**config.mk**
```make
export PLATFORM = sky130hd
export DESIGN_NAME = div_freq_meter
export DESIGN_NICKNAME = d
export VERILOG_FILES = /design/src/rtl/div_freq_meter_pkg.sv /design/src/rtl/div_freq_meter_tap_sync_edge.sv /design/src/rtl/div_freq_meter.sv
export SDC_FILE = /design/constraint.sdc
export NUM_CORES = 1
export LEC_CHECK = 0
export ABC_AREA = 1
export CAP_MARGIN = 40
export CORE_ASPECT_RATIO = 0.5
export CORE_UTILIZATION = 40
export CTS_BUF_LIST = sky130_fd_sc_hd__clkbuf_8
export CTS_CLUSTER_SIZE = 24
export DETAILED_ROUTE_END_ITERATION = 16
export HOLD_SLACK_MARGIN = 0.15
export PLACE_DENSITY = 0.66
export SLEW_MARGIN = 40
export SYNTH_ARGS = -nofsm -noshare
export SYNTH_HDL_FRONTEND = slang
export SYNTH_HIERARCHICAL = 1
export SYNTH_SLANG_ARGS = --single-unit
```
**constraint.sdc**
```tcl
create_clock -name clk -period 2.92 [get_ports clk]
set_input_delay 0.73 -clock clk [delete_from_list [all_inputs] [get_ports clk]]
set_output_delay 0.73 -clock clk [all_outputs]
set_load 0.05 [all_outputs]
```
**src/rtl/div_freq_meter_pkg.sv**
```systemverilog
// Shared types and sizing helpers for the divided-clock rate meter.
// Latency: n/a (declarations only).
// Backpressure: n/a.
package div_freq_meter_pkg;

    typedef enum logic [1:0] {
        ST_IDLE = 2'd0,
        ST_ARM  = 2'd1,
        ST_GATE = 2'd2,
        ST_HOLD = 2'd3
    } state_t;

    // Cycles spent flushing synchroniser and edge history before counting.
    function automatic int arm_cycles(input int sync_stages);
        return sync_stages + 1;
    endfunction

    function automatic int gate_cnt_w(input int gate_cycles);
        return $clog2(gate_cycles + 1);
    endfunction

endpackage

```
**src/rtl/div_freq_meter_tap_sync_edge.sv**
```systemverilog
// Synchronises one asynchronous divider tap into clk and flags its rising edges.
// Latency: sync follows tap after SYNC_STAGES cycles; rise is combinational from registers.
// Backpressure: none, free-running.
module tap_sync_edge #(
    parameter int SYNC_STAGES = 2
) (
    input  logic clk,
    input  logic reset,
    input  logic tap,
    output logic sync,
    output logic rise
);

    logic [SYNC_STAGES-1:0] chain;
    logic                   prev;

    always_ff @(posedge clk or negedge reset) begin
        if (!reset) begin
            chain <= '0;
            prev  <= 1'b0;
        end else begin
            chain <= {chain[SYNC_STAGES-2:0], tap};
            prev  <= chain[SYNC_STAGES-1];
        end
    end

    assign sync = chain[SYNC_STAGES-1];
    assign rise = sync & ~prev;

endmodule

```
**src/rtl/div_freq_meter.sv**
```systemverilog
// Counts rising edges of one selected divider tap over GATE_CYCLES clk cycles; DIV_FREQ_METER_CONTINUOUS_EN re-arms after each result.
// Latency: busy 1 cycle after start; result_valid SYNC_STAGES+1+GATE_CYCLES cycles after busy rises.
// Backpressure: result/overflow held in HOLD until result_ready; start ignored outside IDLE.
module div_freq_meter
    import div_freq_meter_pkg::*;
#(
    parameter int  NUM_TAPS    = 4,
    parameter int  GATE_CYCLES = 256,
    parameter int  CNT_W       = 16,
    parameter int  SYNC_STAGES = 2,
    localparam int SEL_W       = (NUM_TAPS > 1) ? $clog2(NUM_TAPS) : 1
) (
    input  logic                clk,
    input  logic                reset,
    input  logic [NUM_TAPS-1:0] taps,
    input  logic [SEL_W-1:0]    sel,
    input  logic                start,
    output logic                busy,
    output logic [CNT_W-1:0]    result,
    output logic                result_valid,
    input  logic                result_ready,
    output logic                overflow
);

    localparam int ARM_LEN = arm_cycles(SYNC_STAGES);
    localparam int GATE_W  = gate_cnt_w(GATE_CYCLES);
    localparam int ARM_W   = $clog2(ARM_LEN + 1);
    localparam int TMR_W   = (GATE_W > ARM_W) ? GATE_W : ARM_W;

    localparam logic [TMR_W-1:0] ARM_LAST  = TMR_W'(ARM_LEN - 1);
    localparam logic [TMR_W-1:0] GATE_LAST = TMR_W'(GATE_CYCLES - 1);
    localparam logic [SEL_W:0]   SEL_LIM   = (SEL_W + 1)'(NUM_TAPS);

    state_t              state;
    state_t              state_nxt;
    logic [TMR_W-1:0]    tmr;
    logic [NUM_TAPS-1:0] tap_sync;
    logic [NUM_TAPS-1:0] tap_rise;
    logic [SEL_W-1:0]    sel_q;
    logic [SEL_W-1:0]    sel_clamp;
    logic [CNT_W-1:0]    cnt;
    logic                ovf;
    logic                start_acc;
    logic                cnt_clr;
    logic                cnt_en;

    for (genvar i = 0; i < NUM_TAPS; i++) begin : g_tap
        tap_sync_edge #(
            .SYNC_STAGES (SYNC_STAGES)
        ) u_sync (
            .clk   (clk),
            .reset (reset),
            .tap   (taps[i]),
            .sync  (tap_sync[i]),
            .rise  (tap_rise[i])
        );
    end

    // Out-of-range selects fall back to tap 0.
    assign sel_clamp = ({1'b0, sel} >= SEL_LIM) ? '0 : sel;

    assign cnt_en = (state == ST_GATE) && tap_rise[sel_q] && tap_sync[sel_q];

    always_ff @(posedge clk or negedge reset) begin
        if (!reset) begin
            state <= ST_IDLE;
        end else begin
            state <= state_nxt;
        end
    end

    always_comb begin
        state_nxt = state;
        start_acc = 1'b0;
        cnt_clr   = 1'b0;
        case (state)
            ST_IDLE: begin
                if (start) begin
                    state_nxt = ST_ARM;
                    start_acc = 1'b1;
                    cnt_clr   = 1'b1;
                end
            end
            ST_ARM: begin
                if (tmr == ARM_LAST) begin
                    state_nxt = ST_GATE;
                end
            end
            ST_GATE: begin
                if (tmr == GATE_LAST) begin
                    state_nxt = ST_HOLD;
                end
            end
            ST_HOLD: begin
                if (result_ready) begin
`ifdef DIV_FREQ_METER_CONTINUOUS_EN
                    state_nxt = ST_ARM;
                    cnt_clr   = 1'b1;
`else
                    state_nxt = ST_IDLE;
`endif
                end
            end
            default: state_nxt = ST_IDLE;
        endcase
    end

    // Phase timer restarts on every state change and only runs in ARM and GATE.
    always_ff @(posedge clk or negedge reset) begin
        if (!reset) begin
            tmr <= '0;
        end else if (state_nxt != state) begin
            tmr <= '0;
        end else if (state == ST_ARM || state == ST_GATE) begin
            tmr <= tmr + TMR_W'(1);
        end
    end

    always_ff @(posedge clk or negedge reset) begin
        if (!reset) begin
            sel_q <= '0;
        end else if (start_acc) begin
            sel_q <= sel_clamp;
        end
    end

    // Saturating edge counter; an edge landing on the ceiling marks overflow instead.
    always_ff @(posedge clk or negedge reset) begin
        if (!reset) begin
            cnt <= '0;
            ovf <= 1'b0;
        end else if (cnt_clr) begin
            cnt <= '0;
            ovf <= 1'b0;
        end else if (cnt_en) begin
            if (&cnt) begin
                ovf <= 1'b1;
            end else begin
                cnt <= cnt + CNT_W'(1);
            end
        end
    end

    assign busy         = (state != ST_IDLE);
    assign result_valid = (state == ST_HOLD);
    assign result       = cnt;
    assign overflow     = ovf;

endmodule

```
== After elaboration in Yosys (flattened, before gate mapping) ==
Cells that the tools add are included.
Widths: inputs -> output; s select.
Word-level totals
  register bits after elaboration: 42
  bits in read-only memories: 0
  bits in writable memories: 0
  bits of input ports: 10
  output and inout bits: 19
  memories kept: 0
  bits in latches: 0
  word-level logic and storage cells: 61
Cells by class
  bitwise logic cells: 8
  magnitude comparators: 1
  mux-type cells: 19
  shifts and indexed selects: 0
  divide/modulo/power cells: 0
  $add $sub $neg: 2
  equality and inequality tests: 7
  multipliers: 0
  reductions and logical operators: 11
Operator list (count)
  $mux 16: 3
  $mux 9: 2
  $add 16x1->16 const B: 1
  $reduce_and 16->1: 1
  $add 9x1->9 const B: 1
  $eq 9x2->1 const B: 1
  $eq 9x8->1 const B: 1
  $mux 2: 4
  $pmux 2 s4: 1
  $reduce_bool 2->1: 4
  $mux 1: 7
  $and 1x1->1: 4
  $bmux 1 s2: 2
  $eq 2x2->1 const B: 2
  $not 1->1: 4
  $reduce_and 2->1: 2
  $lt 2x3->1 const B: 1
  $eq 2x1->1 const B: 1
  $logic_and 1x1->1: 2
  $logic_not 2->1: 1
  $ne 2x2->1: 1
  $ne 2x2->1 const B: 1
  $logic_or 1x1->1: 1

== Logic depth before layout (Yosys ltp) ==
Gate-level depths: netlist of the first run.
  word-level depth: 8
  mapped depth: 14
  gate-level depth less buffers: 14

== Hierarchy ==
Netlist of the first run, hierarchy kept.
By module, submodules not included
  div_freq_meter: times used 1, cells an instance 254, area an instance 1903.1 um^2, sequential area each 750.7 um^2
  tap_sync_edge: times used 4, cells an instance 5, area an instance 85.1 um^2, sequential area each 75.1 um^2

== Worst setup path before layout of the first run ==
Ideal clock, no wire load.
  kind: register to register
  start point: register cnt[0] (netlist: result[0])
  end point: register cnt[6] (netlist: result[6])
  arrival: 1843 ps
  clock period less this slack: 1970 ps
  path slack: 950 ps
  setup time: 127 ps
  stages on the path, launching flop included: 11
  buffers on the path: 2
  cells stage by stage: dfrtp_1 ha_1 nand2_1 nor3_4 nand2_2 nor2_2 nand2_1 nand2_2 buf_6 buf_12 o21ai_0
Between the ends
  longest elaborated chain between the ends: 4
  elaborated cells between the ends (all ways): 7
  classes of those cells: add/sub (1); eq/ne (1); mux (3); reduce/logical (2)
RTL lines
  start: declaration: RTL line div_freq_meter.sv:41  | logic [CNT_W-1:0] cnt;
  start signal: assignment: RTL line div_freq_meter.sv:139  | cnt <= cnt + CNT_W'(1);
  $add 16x1->16: RTL line div_freq_meter.sv:139
  $mux 16: RTL line div_freq_meter.sv:136  | if (&cnt) begin
  $mux 16: RTL line div_freq_meter.sv:135  | end else if (cnt_en) begin
  $mux 16: RTL line div_freq_meter.sv:132  | end else if (cnt_clr) begin
Several ways; a longest one is shown, not always the timed one. The select of a mux whose other input is x is not followed.
A chain may end at the register's enable or synchronous reset.

== Final worst setup path of the first run ==
  start point: register state[0]
  end point: output busy
Between the ends
  longest elaborated chain between the ends: 1
RTL lines
  start: declaration: RTL line div_freq_meter.sv:34  | state_t state;
  start signal: assignment: RTL line div_freq_meter.sv:68  | state <= state_nxt;
  $reduce_bool 2->1: RTL line div_freq_meter.sv:144  | assign busy = (state != ST_IDLE);
  end: declaration: RTL line div_freq_meter.sv:18  | output logic busy,
No other way between the ends.

==> implementation parameters, run 1 <==
Parameter                              Value

Logic synthesis
  Fraction of synthesis flops using an asynchronous set or reset pin ... 100%
  Synthesized area ... 2240 um2
  Warnings, synthesis ... 6
  Cell taking the most area after synthesis ... dfrtp_1
  Average cell area after synthesis ... about 8.2 um2
  Yosys cell types ... 25
  Synthesized flop and latch total ... 42
  Dominant cell by count in the synthesized netlist ... nand2_1
  Net Count, Synth ... 293
  Mapped Cells ... about 270
  Number of synthesized flops with an enable pin ... 0
  Area share of the largest cell type after synthesis ... 46.8%
  Most common flop cell mapped by yosys ... dfrtp_1
  Largest cells by area after synthesis ... dfrtp_1, nand2_1, xor2_1
  Proportion of synthesized chip area in sequential cells ... 46.8%
  Ranking of synthesized cells by instance count ... nand2_1, dfrtp_1, inv_1, nor2_1, nand3_1

Cells and area
  Final design area excluding fillers ... 2690 um2
  Antenna diodes ... 0
  Fraction of the core area covered by cells at the end of the flow ... a little over half
  Fillcell total ... around 470
  Final nets ... 325
  Fraction of final layout cells sized beyond drive strength 1 ... between 8 and 9%
  Area Growth Syn to Fin ... 20.0%

Drt
  WL/cell ... approximately 11 um
  Wire length after detailed routing ... ~4200 um
  1st-pass router iterations ... 4
  Count of vias placed by the detailed router ... roughly 1,800
  Antenna-violating nets left ... 0
  DRC violation count after routing ... 0
  Number of vias per cell ... about 4.7
  Iteration-0 DRC Markers ... 66

Floorplan
  Die span in y ... around 55 um
  Die width ... roughly 110 um
  Floorplan Core Area ... slightly above 5000 um2
  Boundary pin count ... 29
  Overall die area ... between 5000 and 6000 um2
  Number of core rows ... 18
  Initial Utilization ... between 40% and 50%

Clock tree
  CTS clock-pin slew for the worst setup and hold paths ... approximately 0.080 ns
  Setup repair bufs after CTS ... 0
  Count of H-tree levels built during CTS ... 2
  Post-CTS Hold Fix Bufs ... 0
  Gates resized, CTS repair ... 0
  CTS Root Buffer Type ... clkbuf_8
  Maximum clock path buffer count ... 2
  Number of clock buffers inserted by TritonCTS ... 5
  TritonCTS clock tree ... built
  Worst-skew pair later-pin latency ... about 0.30 ns
  CTS Sinks ... 42

Timing
  Actual transition at the worst max-transition pin ... 0.525 ns
  Pins Over Slew Limit ... 0
  Post-Route Hold Slack ... between 0.3 and 0.4 ns
  Worst slew margin relative to its limit ... 65.0%
  Post-route fraction of the period consumed by the critical path ... around nine tenths
  Number of failing hold endpoints at the final stage ... 0
  Unrepaired setup endpoints after global routing ... false
  Final worst clock skew ... 0.00340 ns
  Total Negative Setup Slacks ... 0 ns
  Setup violations, final ... 0
  Fmax ... around 370 MHz
  Post-layout min period ... between 2 and 3 ns

Pwr
  Power spent charging and discharging nets ... roughly 0.56 mW
  Internal power ... approximately 1.1 mW
  Proportion of power drawn by flip-flops and latches ... between 40 and 50%
  Leakage power ... between 1 and 1.5 nW
  Combinational power share ... between 20% and 30%
  Clock share of power ... 29.2%
  Switching power as a share of total power ... approximately 34%
  Maximum vdd drop ... around 0.26 mV
  Power density cells ... 602 nW/um2

Run
  Max_cap viols ... 0

Critical path
  Crit Reg-Reg Startpoint ... tmr[0]
  Crit end category ... output port
  Worst setup slack for register-to-register paths ... 0.76 ns
  Startpoint kind of the worst setup timing path ... flip-flop
  Worst path slowest cell ... clkdlybuf4s50_1
  Number of buffer and inverter stages on the critical path ... 3
  CP max stage delay ... 0.79 ns
  Maximum fanout count along the critical path ... 6
  Most repeated library cell on the critical path ... inv_1
  Arr. time, crit path ... around 1.9 ns
  CP required ... around 2.2 ns
  Kind of cell adding the most delay to the critical path ... buffers and inverters
  Cell breakdown of the critical path ... inv_1 > ha_1 > inv_1 > clkdlybuf4s50_1
  Critical path startpoint ... state[0]
  Critical path class ... reg2out

GRT
  Total GRT Usage ... around 17%
  Largest net degree at the start of global routing ... 43
  Via count of the first global-routing pass ... around 1,600
  Wire length of the first global-routing pass ... roughly 7300 um
  GR Overflow Total ... 0
  Initial antenna violation count ... 0

Place
  Placed Instance Area ... 2580 um2
  Post-detailed-placement half-perimeter wirelength ... roughly 3200 um
  Port-buffer cells ... 28
  Global placer's final weighted congestion ... roughly 0.87

Run status
  Run status ... finished clean

Worst hold path
  Min-delay src ... g_tap[3].u_sync/chain[0]
  Classification of the worst-slack hold path ... reg2reg
[worst paths after layout]
path,end,cells after the start
max,busy,4
min,g_tap[3].u_sync/chain[1],0
max reg2reg,tmr[4],14
min reg2reg,g_tap[3].u_sync/chain[1],0
max in group asynchronous,result[6],1
min in group asynchronous,g_tap[1].u_sync/chain[0],1
[registers in the layout, indices dropped and copies added (netlist names)]
register / flops
g_tap.u_sync/chain: 8
g_tap.u_sync/prev: 4
overflow: 1
result: 16
sel_q: 2
state: 2
tmr: 9
[layout make-up]
| class | count | area [um2] | share of cell area [%] |
|---|---|---|---|
| Clock inverter | 1 | 30.0 | 1.12 |
| Tap cell | 70 | 87.6 | 3.25 |
| Sequential cell | 42 | 1050 | 39.0 |
| Multi-Input combinational cell | 196 | 1030 | 38.3 |
| Clock buffer | 6 | 82.6 | 3.07 |
| Inverter | 31 | 116 | 4.32 |
| Timing Repair Buffer | 30 | 293 | 10.9 |
[cell usage in the layout, fill, tap and decap left out, drive strengths merged, types with 8 or more instances in the layout]
cell           count
nor3               8
nor2              35
ha                 9
nand2             77
clkdlybuf4s50     27
xor2              17
dfrtp             42
o21ai             15
inv               31
nand3             24
[per-stage QoR]
stage | setup WS, ns | cells | total power, mW
5_1_grt | 0.148 | 376 | 1.70
3_3_place_gp | 0.552 | 369 | 1.16
2_1_floorplan | 0.950 | 274 | 1.01
4_1_cts | 0.228 | 376 | 1.64
3_5_place_dp | 0.496 | 369 | 1.16
6_report | 0.246 | 376 | 1.62
[power groups by stage]
stage	clock network (mW)	registers, mW	logic [mW]
after detailed placement	0	0.718	0.445
after CTS	0.486	0.707	0.446
final	0.474	0.706	0.440
after global placement	0	0.717	0.440
after floorplan	0	0.866	0.139
after global routing	0.511	0.715	0.478
[metal layers]
metal	global-route usage, %	part of all wire, %
met5	0	0
met4	6.85	1.6
met3	4.45	4.2
met2	27.6	46
met1	21.6	48
[cell families (layout without fill, tap and decap cells)]
logic type	Yosys count	after routing	share of synthesized area [%]
compound gates	19	19	4.35
simple gates	150	150	29.6
xor+xnor	18	18	7.03
buf+inv	36	68	7.14
fa+ha+maj	9	9	5.02
flops	42	42	46.8
Power figures use the tool's default switching activity.
==> inputs of run 2 (changes only) <==
- CORE_UTILIZATION: 40 -> 30
- PLACE_DENSITY: 0.66 -> 0.54
==> implementation parameters, run 2 (same netlist as run 1, synthesis figures left out) <==
Parameter                              Value

Timing
  Final worst setup slack ... 0.248 ns (+0.00181 ns)
  Fmax ... 374 MHz (about the same)
  Pins Over Slew Limit ... 0 (unchanged)
  Setup violations, final ... 0 (unchanged)
  Unrepaired setup endpoints after global routing ... false
  Post-route fraction of the period consumed by the critical path ... 91.5% (about the same)
  Actual transition at the worst max-transition pin ... 0.539 ns (+0.0138 ns)
  Final worst clock skew ... 0.00626 ns (+0.00286 ns)
  Worst slew margin relative to its limit ... 64.1% (-0.92 points)
  Post-layout min period ... 2.67 ns (-0.00181 ns)
  Number of failing hold endpoints at the final stage ... 0 (unchanged)
  Total Negative Setup Slacks ... 0 ns (unchanged)
  Post-Route Hold Slack ... 0.354 ns (+0.000951 ns)

Drt
  WL/cell ... 11.8 um (+4.9%)
  Antenna-violating nets left ... 0 (unchanged)
  Number of vias per cell ... 4.56 (-3.1%)
  Count of vias placed by the detailed router ... 1,818 (+2.8%)
  Iteration-0 DRC Markers ... 84 (+27%)
  DRC violation count after routing ... 0 (unchanged)
  1st-pass router iterations ... 4 (unchanged)
  Wire length after detailed routing ... 4700 um (+11%)

Place
  Global placer's final weighted congestion ... 0.838 (-3.7%)
  Worst setup slack after placement ... 0.511 ns (+0.0146 ns)
  Post-detailed-placement half-perimeter wirelength ... 3480 um (+10%)
  Number of placed cells counting well taps ... 391 (+6.0%)
  Port-buffer cells ... 28 (unchanged)

Pwr
  Power spent charging and discharging nets ... 0.559 mW (+0.21%)
  Final Power ... 1.60 mW (-1.5%)
  Maximum vdd drop ... 0.213 mV (-18%)
  Switching power as a share of total power ... 35.1% (+0.60 points)
  Clock share of power ... 28.2% (-1.0 points)
  Leakage power ... 1.29 nW (+0.27%)
  Power density cells ... 588 nW/um2 (-2.3%)
  Internal power ... 1.04 mW (-2.4%)
  Combinational power share ... 27.5% (+0.3 points)
  Proportion of power drawn by flip-flops and latches ... 44.4% (+0.8 points)

Cells and area
  Final nets ... 325 (unchanged)
  Fillcell total ... 676 (+44%)
  Fraction of final layout cells sized beyond drive strength 1 ... 8.47% (-0.35 points)
  Commonest cells after routing, fill and taps aside ... nand2_1, dfrtp_1, inv_1, nor2_1, clkdlybuf4s50_1
  Final cell count without fillers ... 399 (+6.1%)
  Antenna diodes ... 0 (unchanged)
  Most common library cell in the layout ignoring fill and taps ... nand2_1
  Flip-flop count of the largest register, all copies and words added ... 16 (unchanged)
  Multi-input gate area ... 1030 um2 (unchanged)
  Area Growth Syn to Fin ... 21.0%
  Register cell area after layout ... 1050 um2 (unchanged)

Critical path
  Worst setup slack for register-to-register paths ... 0.63 ns (-0.13 ns)
  Startpoint kind of the worst setup timing path ... flip-flop
  Worst-case reg-to-reg path depth ... 14 (unchanged)
  Crit end category ... output port
  Maximum fanout count along the critical path ... 6 (unchanged)
  Terminus of the critical flop-to-flop path ... tmr[4]
  Critical path class ... reg2out
  Crit Reg-Reg Startpoint ... tmr[0]
  Arr. time, crit path ... 1.94 ns (about the same)
  CP required ... 2.19 ns (about the same)

Floorplan
  Floorplan Core Area ... 6960 um2 (+35%)
  Die span in y ... 63.1 um (+15%)
  Number of core rows ... 21 (+3)
  Initial Utilization ... 32.2% (-11 points)
  Overall die area ... 7850 um2 (+32%)
  Boundary pin count ... 29 (unchanged)
  Die width ... 124 um (+15%)

GRT
  Largest net degree at the start of global routing ... 43 (unchanged)
  Initial antenna violation count ... 0 (unchanged)
  Total GRT Usage ... 13.2% (-3.6 points)
  Via count of the first global-routing pass ... 1,831 (+12%)
  Wire length of the first global-routing pass ... 8270 um (+14%)
  GR Overflow Total ... 0 (unchanged)

Clock tree
  Worst-skew pair later-pin latency ... 0.29 ns (about the same)
  Count of H-tree levels built during CTS ... 2 (unchanged)
  CTS clock-pin slew for the worst setup and hold paths ... 0.08 ns (about the same)
  CTS Sinks ... 42 (unchanged)
  Post-CTS Hold Fix Bufs ... 0 (unchanged)
  CTS Root Buffer Type ... clkbuf_8
  Setup repair bufs after CTS ... 0 (unchanged)
  TritonCTS clock tree ... built
  Number of clock buffers inserted by TritonCTS ... 5 (unchanged)
  Gates resized, CTS repair ... 0 (unchanged)
  Maximum clock path buffer count ... 2 (unchanged)

Run
  Max_cap viols ... 0 (unchanged)

Worst hold path
  Classification of the worst-slack hold path ... reg2reg
  Capture endpoint of the worst hold path ... g_tap[2].u_sync/chain[1]
  Worst hold path depth ... 0 (unchanged)
  Min-delay src ... g_tap[2].u_sync/chain[0]

Run status
  Run status ... finished clean
==> run 2: cell types whose count changed in the layout (fill, tap and decap cells not counted), sizes merged <==
cell    delta
clkbuf     -1
inv        +2
==> run 2: power groups by stage <==
stage	combinational (mW)	sequential, mW	clock, mW
6_report	0.438	0.708	0.450
3_5_place_dp	0.441	0.718	0
4_1_cts	0.442	0.707	0.459
5_1_grt	0.471	0.716	0.492
2_1_floorplan	0.139	0.866	0
3_3_place_gp	0.438	0.717	0
==> run 2: how the worst max path moves through the flow <==
stage               startpoint          to  cells after the start
detailed placement       start  result[15]                      8
CTS                   state[0]        busy                      4
floorplan            result[0]   result[6]                     10
finish                state[0]        busy                      4
global route          state[1]        busy                      4
global placement         start  result[14]                      8
==> run 2: cell type report <==
type / count / share of cell area (%)
sequential: 42 / 38.7
multi-input combinational: 196 / 38.0
timing repair buffer: 30 / 10.8
inverter: 31 / 4.29
tap: 92 / 4.24
clock buffer: 5 / 2.54
clock inverter: 3 / 1.38
==> run 2: stage by stage <==
stage	cell area [um2]	util (%)
floorplan	2240	-
global placement	2610	37.4
detailed placement	2610	37.4
CTS	2710	39.0
global route	2710	39.0
finish	2710	39.0
==> run 2: per-layer routing <==
layer	track usage (%)	wire, um	vias up
met4	3.77	50	0
met1	16.0	2250	867
li1	-	-	921
met5	0	0	-
met3	3.48	164	6
met2	23.1	2240	24
==> run 2: critical path, cell delays in order (launching register included) <==
cell and delay (ns):
dfrtp_1 0.44, inv_1 0.14, ha_1 0.24, inv_1 0.06, clkdlybuf4s50_1 0.79
==> inputs of run 3 (changes only) <==
- CORE_UTILIZATION: 30 -> 28
- PLACE_DENSITY: 0.54 -> 0.51
==> implementation parameters, run 3 (same netlist as run 1, synthesis figures left out) <==
Parameter                              Value

Critical path
  Arr. time, crit path ... 1.96 ns (+0.02 ns)
  Crit end category ... output port
  CP required ... 2.19 ns (about the same)
  Kind of cell adding the most delay to the critical path ... buffers and inverters
  Startpoint kind of the worst setup timing path ... flip-flop
  Critical path class ... reg2out
  Worst path slowest cell ... clkdlybuf4s50_1
  Cell breakdown of the critical path ... inv_1 > ha_1 > inv_1 > clkdlybuf4s50_1
  Maximum fanout count along the critical path ... 6 (unchanged)
  Number of buffer and inverter stages on the critical path ... 3 (unchanged)
  Most repeated library cell on the critical path ... inv_1
  CP max stage delay ... 0.79 ns (about the same)

Timing
  Pins Over Slew Limit ... 0 (unchanged)
  Worst slew margin relative to its limit ... 65.2% (+1.1 points)
  Total Negative Setup Slacks ... 0 ns (unchanged)
  Post-route fraction of the period consumed by the critical path ... 92.2% (+0.73 points)
  Fmax ... 371 MHz (-0.79%)
  Number of failing hold endpoints at the final stage ... 0 (unchanged)
  Unrepaired setup endpoints after global routing ... false
  Post-Route Hold Slack ... 0.352 ns (-0.00158 ns)
  Actual transition at the worst max-transition pin ... 0.522 ns (-0.0165 ns)
  Final worst clock skew ... 0.00274 ns (-0.00352 ns)
  Final worst setup slack ... 0.227 ns (-0.0212 ns)
  Post-layout min period ... 2.69 ns (+0.0212 ns)
  Setup violations, final ... 0 (unchanged)

Cells and area
  Fraction of the core area covered by cells at the end of the flow ... 36.0% (-2.9 points)
  Antenna diodes ... 0 (unchanged)
  Multi-input gate area ... 1030 um2 (unchanged)
  Flip-flop count of the largest register, all copies and words added ... 16 (unchanged)
  Commonest cells after routing, fill and taps aside ... nand2_1, dfrtp_1, inv_1, nor2_1, clkdlybuf4s50_1
  Area Growth Syn to Fin ... 21.2%
  Final nets ... 325 (unchanged)
  Fillcell total ... 796 (+18%)
  Fraction of final layout cells sized beyond drive strength 1 ... 8.79% (+0.33 points)
  Most common library cell in the layout ignoring fill and taps ... nand2_1
  Register cell area after layout ... 1050 um2 (unchanged)

Pwr
  Leakage power ... 1.28 nW (-0.65%)
  Proportion of power drawn by flip-flops and latches ... 46.0% (+1.6 points)
  Switching power as a share of total power ... 36.4% (+1.4 points)
  Combinational power share ... 28.7% (+1.2 points)
  Clock share of power ... 25.3% (-2.9 points)
  Power density cells ... 564 nW/um2 (-4.0%)
  Internal power ... 0.975 mW (-5.9%)
  Maximum vdd drop ... 0.193 mV (-9.1%)
  Power spent charging and discharging nets ... 0.559 mW (about the same)

Floorplan
  Number of core rows ... 22 (+4.8%)
  Initial Utilization ... 29.7% (-2.5 points)
  Die width ... 129 um (+3.5%)
  Floorplan Core Area ... 7540 um2 (+8.3%)
  Die span in y ... 65.3 um (+3.4%)
  Overall die area ... 8400 um2 (+7.0%)
  Boundary pin count ... 29 (unchanged)

Place
  Global placer's final weighted congestion ... 0.855 (+2.0%)
  Worst setup slack after placement ... 0.463 ns (-0.0480 ns)
  Post-detailed-placement half-perimeter wirelength ... 3410 um (-1.9%)
  Port-buffer cells ... 28 (unchanged)

Clock tree
  Number of clock buffers inserted by TritonCTS ... 5 (unchanged)
  CTS clock-pin slew for the worst setup and hold paths ... 0.08 ns (about the same)
  TritonCTS clock tree ... built
  Post-CTS Hold Fix Bufs ... 0 (unchanged)
  Worst-skew pair later-pin latency ... 0.29 ns (about the same)
  CTS Root Buffer Type ... clkbuf_8
  Setup repair bufs after CTS ... 0 (unchanged)
  Maximum clock path buffer count ... 2 (unchanged)
  Count of H-tree levels built during CTS ... 2 (unchanged)
  Gates resized, CTS repair ... 0 (unchanged)
  CTS Sinks ... 42 (unchanged)

Drt
  Number of vias per cell ... 4.34 (-4.7%)
  Iteration-0 DRC Markers ... 63 (-25%)
  1st-pass router iterations ... 4 (unchanged)
  WL/cell ... 10.9 um (-7.1%)
  Count of vias placed by the detailed router ... 1,802 (-0.88%)
  DRC violation count after routing ... 0 (unchanged)
  Antenna-violating nets left ... 0 (unchanged)
  Wire length after detailed routing ... 4540 um (-3.4%)

GRT
  Largest net degree at the start of global routing ... 43 (unchanged)
  Total GRT Usage ... 12.4% (-0.79 points)
  GR Overflow Total ... 0 (unchanged)
  Wire length of the first global-routing pass ... 8030 um (-2.9%)
  Initial antenna violation count ... 0 (unchanged)
  Via count of the first global-routing pass ... 1,789 (-2.3%)

Run status
  Run status ... finished clean

Run
  Max_cap viols ... 0 (unchanged)

Worst hold path
  Classification of the worst-slack hold path ... reg2reg
## run 3: changes by cell type in the layout (fill, tap and decap cells not counted)
cell	previous run	this run
inv_1	32	31
clkbuf_8	5	6
clkinv_2	0	1
bufinv_16	1	0
## run 3: worst paths after layout
check,endpoint,slack (ns),depth (start not counted),start
setup / recovery,busy,0.23,4,state[0]
hold / removal,g_tap[0].u_sync/chain[1],0.35,0,g_tap[0].u_sync/chain[0]
setup reg to reg,tmr[6],0.66,14,tmr[0]
hold reg to reg,g_tap[0].u_sync/chain[1],0.35,0,g_tap[0].u_sync/chain[0]
max in group asynchronous,result[14],2.15,1,reset
min in group asynchronous,g_tap[3].u_sync/chain[0],0.42,1,reset
## run 3: cell type report
cell class	instances	share of cell area (%)
Clock buffer	6	3.04
Clock inverter	2	0.322
Inverter	31	4.28
Multi-Input combinational cell	196	38.0
Sequential cell	42	38.7
Tap cell	108	4.97
Timing Repair Buffer	30	10.8
## run 3: stage by stage
stage	cells	area, um2	total power [mW]
2_1_floorplan	274	2240	1.01
3_3_place_gp	407	2630	1.16
3_5_place_dp	407	2630	1.16
4_1_cts	415	2720	1.55
5_1_grt	415	2720	1.62
6_report	415	2720	1.53
## run 3: power groups by stage
stage	clock [mW]	combinational, mW	sequential, mW
after CTS	0.400	0.445	0.708
final	0.387	0.440	0.706
after detailed placement	0	0.444	0.719
after floorplan	0	0.139	0.866
after global routing	0.425	0.474	0.717
after global placement	0	0.441	0.720
## run 3: metal layers
metal	global-route usage, %	part of all wire [%]	up-vias
li1	-	-	919
met2	21.1	45	34
met4	4.26	1.6	0
met5	0	0	-
met1	15.3	49	841
met3	3.01	3.9	8
